$ cat src/rtl/reg_scoreboard_if.sv
// ============================================================================
// Module   : reg_scoreboard_if
// Brief    : Issue / writeback / status bundle between decode, WriteBack and
//            the register scoreboard.
// Revision : 1.0 - initial release
// ============================================================================
`default_nettype none

interface reg_scoreboard_if #(
  parameter int NUM_REGS = 16
);
  localparam int REG_W = $clog2(NUM_REGS);

  logic                 issueValidIn;
  logic [REG_W-1:0]     sourceReg1In;
  logic [REG_W-1:0]     sourceReg2In;
  logic                 sourceReg1ValidIn;
  logic                 sourceReg2ValidIn;
  logic [REG_W-1:0]     destRegIn;
  logic                 destRegValidIn;
  logic [REG_W-1:0]     destRegSpecialIn;
  logic                 destRegSpecialValidIn;
  logic                 issueReadyOut;
  logic                 wbValidIn;
  logic [REG_W-1:0]     wbDestRegIn;
  logic [REG_W-1:0]     wbDestRegSpecialIn;
  logic                 wbDestRegValidIn;
  logic                 wbDestRegSpecialValidIn;
  logic                 flushIn;
  logic [NUM_REGS-1:0]  regInUseBitMapOut;
  logic [15:0]          stallCountOut;
  logic                 underflowErrOut;

  modport master (
    output issueValidIn, sourceReg1In, sourceReg2In, sourceReg1ValidIn,
           sourceReg2ValidIn, destRegIn, destRegValidIn, destRegSpecialIn,
           destRegSpecialValidIn, wbValidIn, wbDestRegIn, wbDestRegSpecialIn,
           wbDestRegValidIn, wbDestRegSpecialValidIn, flushIn,
    input  issueReadyOut, regInUseBitMapOut, stallCountOut, underflowErrOut
  );

  modport slave (
    input  issueValidIn, sourceReg1In, sourceReg2In, sourceReg1ValidIn,
           sourceReg2ValidIn, destRegIn, destRegValidIn, destRegSpecialIn,
           destRegSpecialValidIn, wbValidIn, wbDestRegIn, wbDestRegSpecialIn,
           wbDestRegValidIn, wbDestRegSpecialValidIn, flushIn,
    output issueReadyOut, regInUseBitMapOut, stallCountOut, underflowErrOut
  );
endinterface

`default_nettype wire

$ cat src/rtl/reg_scoreboard.sv
// ============================================================================
// Module   : reg_scoreboard
// Brief    : Per-register pending-write counters gating issue on RAW hazards
//            and counter overflow; released in order by WriteBack.
// Revision : 1.0 - initial release
// ============================================================================
`default_nettype none

module reg_scoreboard #(
  parameter int NUM_REGS = 16,
  parameter int CNT_W    = 2
) (
  input  wire logic          clk,
  input  wire logic          resetN,
  reg_scoreboard_if.slave    bus
);

  localparam logic [CNT_W-1:0] CNT_MAX   = '1;
  localparam logic [CNT_W-1:0] CNT_ONE   = CNT_W'(1);
  localparam logic [15:0]      STALL_MAX = 16'hFFFF;

  logic [CNT_W-1:0]    count_q [NUM_REGS];
  logic [CNT_W-1:0]    count_d [NUM_REGS];
  logic [NUM_REGS-1:0] bitmap_q, bitmap_d;
  logic [15:0]         stall_count_q, stall_count_d;
  logic                underflow_err_q, underflow_err_d;

  logic [NUM_REGS-1:0] iss_set;
  logic [NUM_REGS-1:0] rel_set;
  logic [NUM_REGS-1:0] inc_vec;
  logic                raw_hazard;
  logic                ovf_hazard;
  logic                issue_ready;
  logic                issue_fire;
  logic                any_underflow;

  // Hazard detection looks only at registered counts: no writeback bypass.
  always_comb begin
    iss_set = '0;
    rel_set = '0;
    if (bus.destRegValidIn)        iss_set[bus.destRegIn]        = 1'b1;
    if (bus.destRegSpecialValidIn) iss_set[bus.destRegSpecialIn] = 1'b1;
    if (bus.wbValidIn) begin
      if (bus.wbDestRegValidIn)        rel_set[bus.wbDestRegIn]        = 1'b1;
      if (bus.wbDestRegSpecialValidIn) rel_set[bus.wbDestRegSpecialIn] = 1'b1;
    end

    raw_hazard = (bus.sourceReg1ValidIn && (count_q[bus.sourceReg1In] != '0)) ||
                 (bus.sourceReg2ValidIn && (count_q[bus.sourceReg2In] != '0));

    ovf_hazard = 1'b0;
    for (int r = 0; r < NUM_REGS; r++) begin
      if (iss_set[r] && (count_q[r] == CNT_MAX)) ovf_hazard = 1'b1;
    end

    issue_ready = resetN && !bus.flushIn && !raw_hazard && !ovf_hazard;
    issue_fire  = bus.issueValidIn && issue_ready;
    inc_vec     = iss_set & {NUM_REGS{issue_fire}};
  end

  always_comb begin
    any_underflow = 1'b0;
    for (int r = 0; r < NUM_REGS; r++) begin
      count_d[r] = count_q[r];
      case ({inc_vec[r], rel_set[r]})
        2'b10: count_d[r] = count_q[r] + CNT_ONE;
        2'b01: begin
          if (count_q[r] != '0) count_d[r] = count_q[r] - CNT_ONE;
          else                  any_underflow = 1'b1;
        end
        default: count_d[r] = count_q[r];
      endcase
      // A flush discards everything in flight, including this cycle's traffic.
      if (bus.flushIn) count_d[r] = '0;
      bitmap_d[r] = (count_d[r] != '0);
    end

    underflow_err_d = underflow_err_q | (any_underflow && !bus.flushIn);

    stall_count_d = stall_count_q;
    if (bus.issueValidIn && !issue_ready && !bus.flushIn &&
        (stall_count_q != STALL_MAX)) begin
      stall_count_d = stall_count_q + 16'd1;
    end
  end

  always_ff @(posedge clk) begin
    if (!resetN) begin
      for (int r = 0; r < NUM_REGS; r++) count_q[r] <= '0;
      bitmap_q        <= '0;
      stall_count_q   <= '0;
      underflow_err_q <= 1'b0;
    end else begin
      for (int r = 0; r < NUM_REGS; r++) count_q[r] <= count_d[r];
      bitmap_q        <= bitmap_d;
      stall_count_q   <= stall_count_d;
      underflow_err_q <= underflow_err_d;
    end
  end

  assign bus.issueReadyOut     = issue_ready;
  assign bus.regInUseBitMapOut = bitmap_q;
  assign bus.stallCountOut     = stall_count_q;
  assign bus.underflowErrOut   = underflow_err_q;

endmodule

`default_nettype wire

$ cat src/flat_wrapper.sv
// flat-port wrapper written by rule: the top's interface ports become plain ports
module reg_scoreboard_flat 
#(
  parameter int NUM_REGS = 16,
  parameter int CNT_W    = 2
)
  (clk, resetN, bus_issueValidIn, bus_sourceReg1In, bus_sourceReg2In, bus_sourceReg1ValidIn, bus_sourceReg2ValidIn, bus_destRegIn, bus_destRegValidIn, bus_destRegSpecialIn, bus_destRegSpecialValidIn, bus_wbValidIn, bus_wbDestRegIn, bus_wbDestRegSpecialIn, bus_wbDestRegValidIn, bus_wbDestRegSpecialValidIn, bus_flushIn, bus_issueReadyOut, bus_regInUseBitMapOut, bus_stallCountOut, bus_underflowErrOut);
  reg_scoreboard_if #(.NUM_REGS(NUM_REGS)) bus_i ();
  input  wire logic clk;
  input  wire logic resetN;
  input wire logic [$bits(bus_i.issueValidIn)-1:0] bus_issueValidIn;
  input wire logic [$bits(bus_i.sourceReg1In)-1:0] bus_sourceReg1In;
  input wire logic [$bits(bus_i.sourceReg2In)-1:0] bus_sourceReg2In;
  input wire logic [$bits(bus_i.sourceReg1ValidIn)-1:0] bus_sourceReg1ValidIn;
  input wire logic [$bits(bus_i.sourceReg2ValidIn)-1:0] bus_sourceReg2ValidIn;
  input wire logic [$bits(bus_i.destRegIn)-1:0] bus_destRegIn;
  input wire logic [$bits(bus_i.destRegValidIn)-1:0] bus_destRegValidIn;
  input wire logic [$bits(bus_i.destRegSpecialIn)-1:0] bus_destRegSpecialIn;
  input wire logic [$bits(bus_i.destRegSpecialValidIn)-1:0] bus_destRegSpecialValidIn;
  input wire logic [$bits(bus_i.wbValidIn)-1:0] bus_wbValidIn;
  input wire logic [$bits(bus_i.wbDestRegIn)-1:0] bus_wbDestRegIn;
  input wire logic [$bits(bus_i.wbDestRegSpecialIn)-1:0] bus_wbDestRegSpecialIn;
  input wire logic [$bits(bus_i.wbDestRegValidIn)-1:0] bus_wbDestRegValidIn;
  input wire logic [$bits(bus_i.wbDestRegSpecialValidIn)-1:0] bus_wbDestRegSpecialValidIn;
  input wire logic [$bits(bus_i.flushIn)-1:0] bus_flushIn;
  output wire logic [$bits(bus_i.issueReadyOut)-1:0] bus_issueReadyOut;
  output wire logic [$bits(bus_i.regInUseBitMapOut)-1:0] bus_regInUseBitMapOut;
  output wire logic [$bits(bus_i.stallCountOut)-1:0] bus_stallCountOut;
  output wire logic [$bits(bus_i.underflowErrOut)-1:0] bus_underflowErrOut;
  assign bus_i.issueValidIn = bus_issueValidIn;
  assign bus_i.sourceReg1In = bus_sourceReg1In;
  assign bus_i.sourceReg2In = bus_sourceReg2In;
  assign bus_i.sourceReg1ValidIn = bus_sourceReg1ValidIn;
  assign bus_i.sourceReg2ValidIn = bus_sourceReg2ValidIn;
  assign bus_i.destRegIn = bus_destRegIn;
  assign bus_i.destRegValidIn = bus_destRegValidIn;
  assign bus_i.destRegSpecialIn = bus_destRegSpecialIn;
  assign bus_i.destRegSpecialValidIn = bus_destRegSpecialValidIn;
  assign bus_i.wbValidIn = bus_wbValidIn;
  assign bus_i.wbDestRegIn = bus_wbDestRegIn;
  assign bus_i.wbDestRegSpecialIn = bus_wbDestRegSpecialIn;
  assign bus_i.wbDestRegValidIn = bus_wbDestRegValidIn;
  assign bus_i.wbDestRegSpecialValidIn = bus_wbDestRegSpecialValidIn;
  assign bus_i.flushIn = bus_flushIn;
  assign bus_issueReadyOut = bus_i.issueReadyOut;
  assign bus_regInUseBitMapOut = bus_i.regInUseBitMapOut;
  assign bus_stallCountOut = bus_i.stallCountOut;
  assign bus_underflowErrOut = bus_i.underflowErrOut;
  reg_scoreboard #(.NUM_REGS(NUM_REGS), .CNT_W(CNT_W)) u_core (.clk(clk), .resetN(resetN), .bus(bus_i));
endmodule
$ cat config.mk
export PLATFORM = sky130hd
export DESIGN_NAME = reg_scoreboard_flat
export DESIGN_NICKNAME = d
export VERILOG_FILES = /design/src/rtl/reg_scoreboard_if.sv /design/src/rtl/reg_scoreboard.sv /design/src/flat_wrapper.sv
export SDC_FILE = /design/constraint.sdc
export NUM_CORES = 1
export LEC_CHECK = 0
export CORE_UTILIZATION = 25
export DETAILED_ROUTE_END_ITERATION = 12
export SYNTH_ARGS = -nofsm -noshare
export SYNTH_HDL_FRONTEND = slang
export SYNTH_SLANG_ARGS = --single-unit
$ cat constraint.sdc
create_clock -name clk -period 6 [get_ports clk]
set_input_delay 1.8 -clock clk [delete_from_list [all_inputs] [get_ports clk]]
set_output_delay 1.8 -clock clk [all_outputs]
set_load 0.03 [all_outputs]
==> reports/qor.yml <==
synthFlopType: "dfxtp_1"
p_leak_uw: 0.00233
path_delay_family: "buffers and inverters"
drive_above_1_share: 0.0675
setup_ws_ns: 0.148
path_cells: "clkdlybuf4s50_1, buf_4, nor2_1, a22o_1, nand2_1, nand4_1, or4_4, nor2_4, buf_4"
cts_hold_buf: 0
die_area_um2: 21900
syn_to_final_growth_pct: 24.6
synth_nets: 796
worst-path-buf-inv: 3
clk_latency_ns: 0.35
wirelength_um: 15700
layoutNonFillerInstCount: 1031
cpPeakStageDelay_ns: 0.66
dp_worst_setup_slack_ns: 0.164
max-cap-violations: 0
rsz0062_at_grt: "no"
grt_pass1_vias: 4851
arrival_ns: 4.05
coreArea_um2: 21000
die_w_um: 148
clk_path_buf_depth: 2
fillers: 2286
ys_seq_elements: 65
yosys.area_share.simple: 0.238
grt_use_total: 0.149
cp.required_ns: 4.20
initial_core_util: 0.255
synth_largest_area_cell: "dfxtp_1"
synth_compound_area_frac: 0.229
synthAdderAreaFrac: 0.190
tightest_slew_ns: 0.659
ys_warn_count: 0
min_path_type: "reg -> reg"
ios: 69
synth_top_family_by_area: "simple AND/OR/NAND/NOR gates"
dp_hpwl_um: 12600
skew_ns: 0.0135
diodes: 0
crit_type: "in -> out"
worstPathMaxFanout: 11
start_kind: "input port"
end_kind: "output pin"
antenna_found_initial: 0
hold_viol_final: 0
synth_area_per_cell_um2: 7.85
synth_cells: 680
layout_commonest_cell: "ha_1"
ys_top_cells_by_area: "dfxtp_1 (24%), ha_1 (19%), nor2_1 (5.6%)"
cp_slowest_cell: "clkdlybuf4s50_1"
vias: 5074
regArea_um2: 1300
finalCritPeriodShare: 0.975
synth_edf_count: 0
dp.cells: 1016
finalMaxSlewViolations: 0
crit_top_cell: "buf_4"
syn_area_um2: 5340
cts_root_buffer: "clkbuf_16"
synthMuxAreaShare: 0.0291
drtAntennaViolNets: 0
yosysUniqueCellTypes: 61
rows: 53
async_reset_ff_frac: 0
cts.sinks: 65
cts_buffers: 9
cts_tree: "built"
slew_headroom: 0.555
ys_seq_area_frac: 0.244
fin_tns_setup_ns: 0
cts_setup_buffers: 0
final_cell_mix: "ha_1 (81), nor2_1 (80), inv_1 (68)"
cts_resized: 0
grt_pass1_wl_um: 25100
portBuffers: 68
layout.nets: 868
drcViolationCount: 2
dieHeight_um: 148
synth_top_area_frac: 0.244
avgViaCountPerCell: 4.92
dr.pass1.iters: 9
status: "finished, violations left"
finalSetupViolCount: 0
gp_congestion: 0.888
routedWlPerCell_um: 15.2
drt_iter0_drc: 323
violations: "design-rule violations"
clkTransAtPathRegs_ns: 0.06
fin_crit_ns: 5.85
ir_worst_vdd_mv: 0.0928
htreeDepth: 3
fmax_ghz: 0.171
grt_max_degree: 49
overflow: 0
powerDensity_nw_per_um2: 159
multi_input_comb_area_um2: 3660
synthXorXnorAreaFrac: 0
totalPowerFinal_uw: 1060
-- metal layers --
metal,wire (µm),part of all wire,track usage,up-vias
met4,533,0.034,0.0686,0
met1,7420,0.47,0.191,2350
met5,0,0,0,-
li1,-,-,-,2571
met3,821,0.052,0.0344,29
met2,6930,0.44,0.236,124
-- state kept, by name, summed over array words and instances, names as in the netlist --
| signal | count |
|---|---|
| u_core.bus.stallCountOut | 16 |
| u_core.bus.underflowErrOut | 1 |
| u_core.bus.regInUseBitMapOut | 16 |
| u_core.count_q | 32 |
-- area by class of cell --
type	instances	share of cell area
well taps	275	0.0518
flip-flops and latches	65	0.196
clock buffers	9	0.0339
multi-input cells	522	0.551
inverters	68	0.0384
clock inverters	6	0.00678
repair buffers	86	0.122
-- power by group --
| part | internal [µW] | total, µW | leakage, µW | switching (µW) |
|---|---|---|---|---|
| Sequential | 433 | 435 | 0.000524 | 1.69 |
| Clock | 279 | 486 | 0.000136 | 207 |
| Combinational | 59.7 | 138 | 0.00167 | 78.2 |
| Total | 772 | 1060 | 0.00233 | 287 |
-- logic make-up after synthesis --
family	count (synthesis)
AND/OR/NAND/NOR	246
AO/OA/AOI/OAI	182
buffers and inverters	93
adder cells (fa/ha/maj)	81
flip-flops	65
multiplexers	13
-- synthesized netlist by cell type, types with 7 or more instances --
library cell	number
a22oi_1	34
o21ai_0	10
mux2i_1	11
nand2b_1	19
o22ai_1	22
nor2_1	80
and3_1	19
dfxtp_1	65
clkbuf_1	14
nand3b_1	7
nand3_1	17
and2_1	19
buf_2	7
ha_1	81
a21oi_1	57
nor3_1	15
inv_1	68
nand2_1	34
-- per-stage QoR --
step	area, µm²	hold WS [ns]	util
final	6650	0.494	0.317
after global routing	6650	0.523	0.317
after CTS	6650	0.500	0.317
after detailed placement	6380	0.492	0.304
after floorplan	5340	0.499	-
after global placement	6380	0.483	0.304
-- path summary, 6_finish.rpt --
kind | from | end | slack, ns | cells after the start
max | bus_destRegSpecialIn[1] | bus_issueReadyOut | 0.15 | 9
min | u_core.bus.stallCountOut[13] | u_core.bus.stallCountOut[13] | 0.49 | 2
max reg2reg | u_core.count_q[4][1] | u_core.bus.underflowErrOut | 2.24 | 16
min reg2reg | u_core.bus.stallCountOut[13] | u_core.bus.stallCountOut[13] | 0.49 | 2
-- worst min-delay path, delay by kind of cell (launching register included) --
kind | cells | cell delay (ns)
muxes | 1 | 0.05
and+or+nand+nor | 1 | 0.06
DFF | 1 | 0.33
No activity file was read; power rests on OpenSTA's default activity.
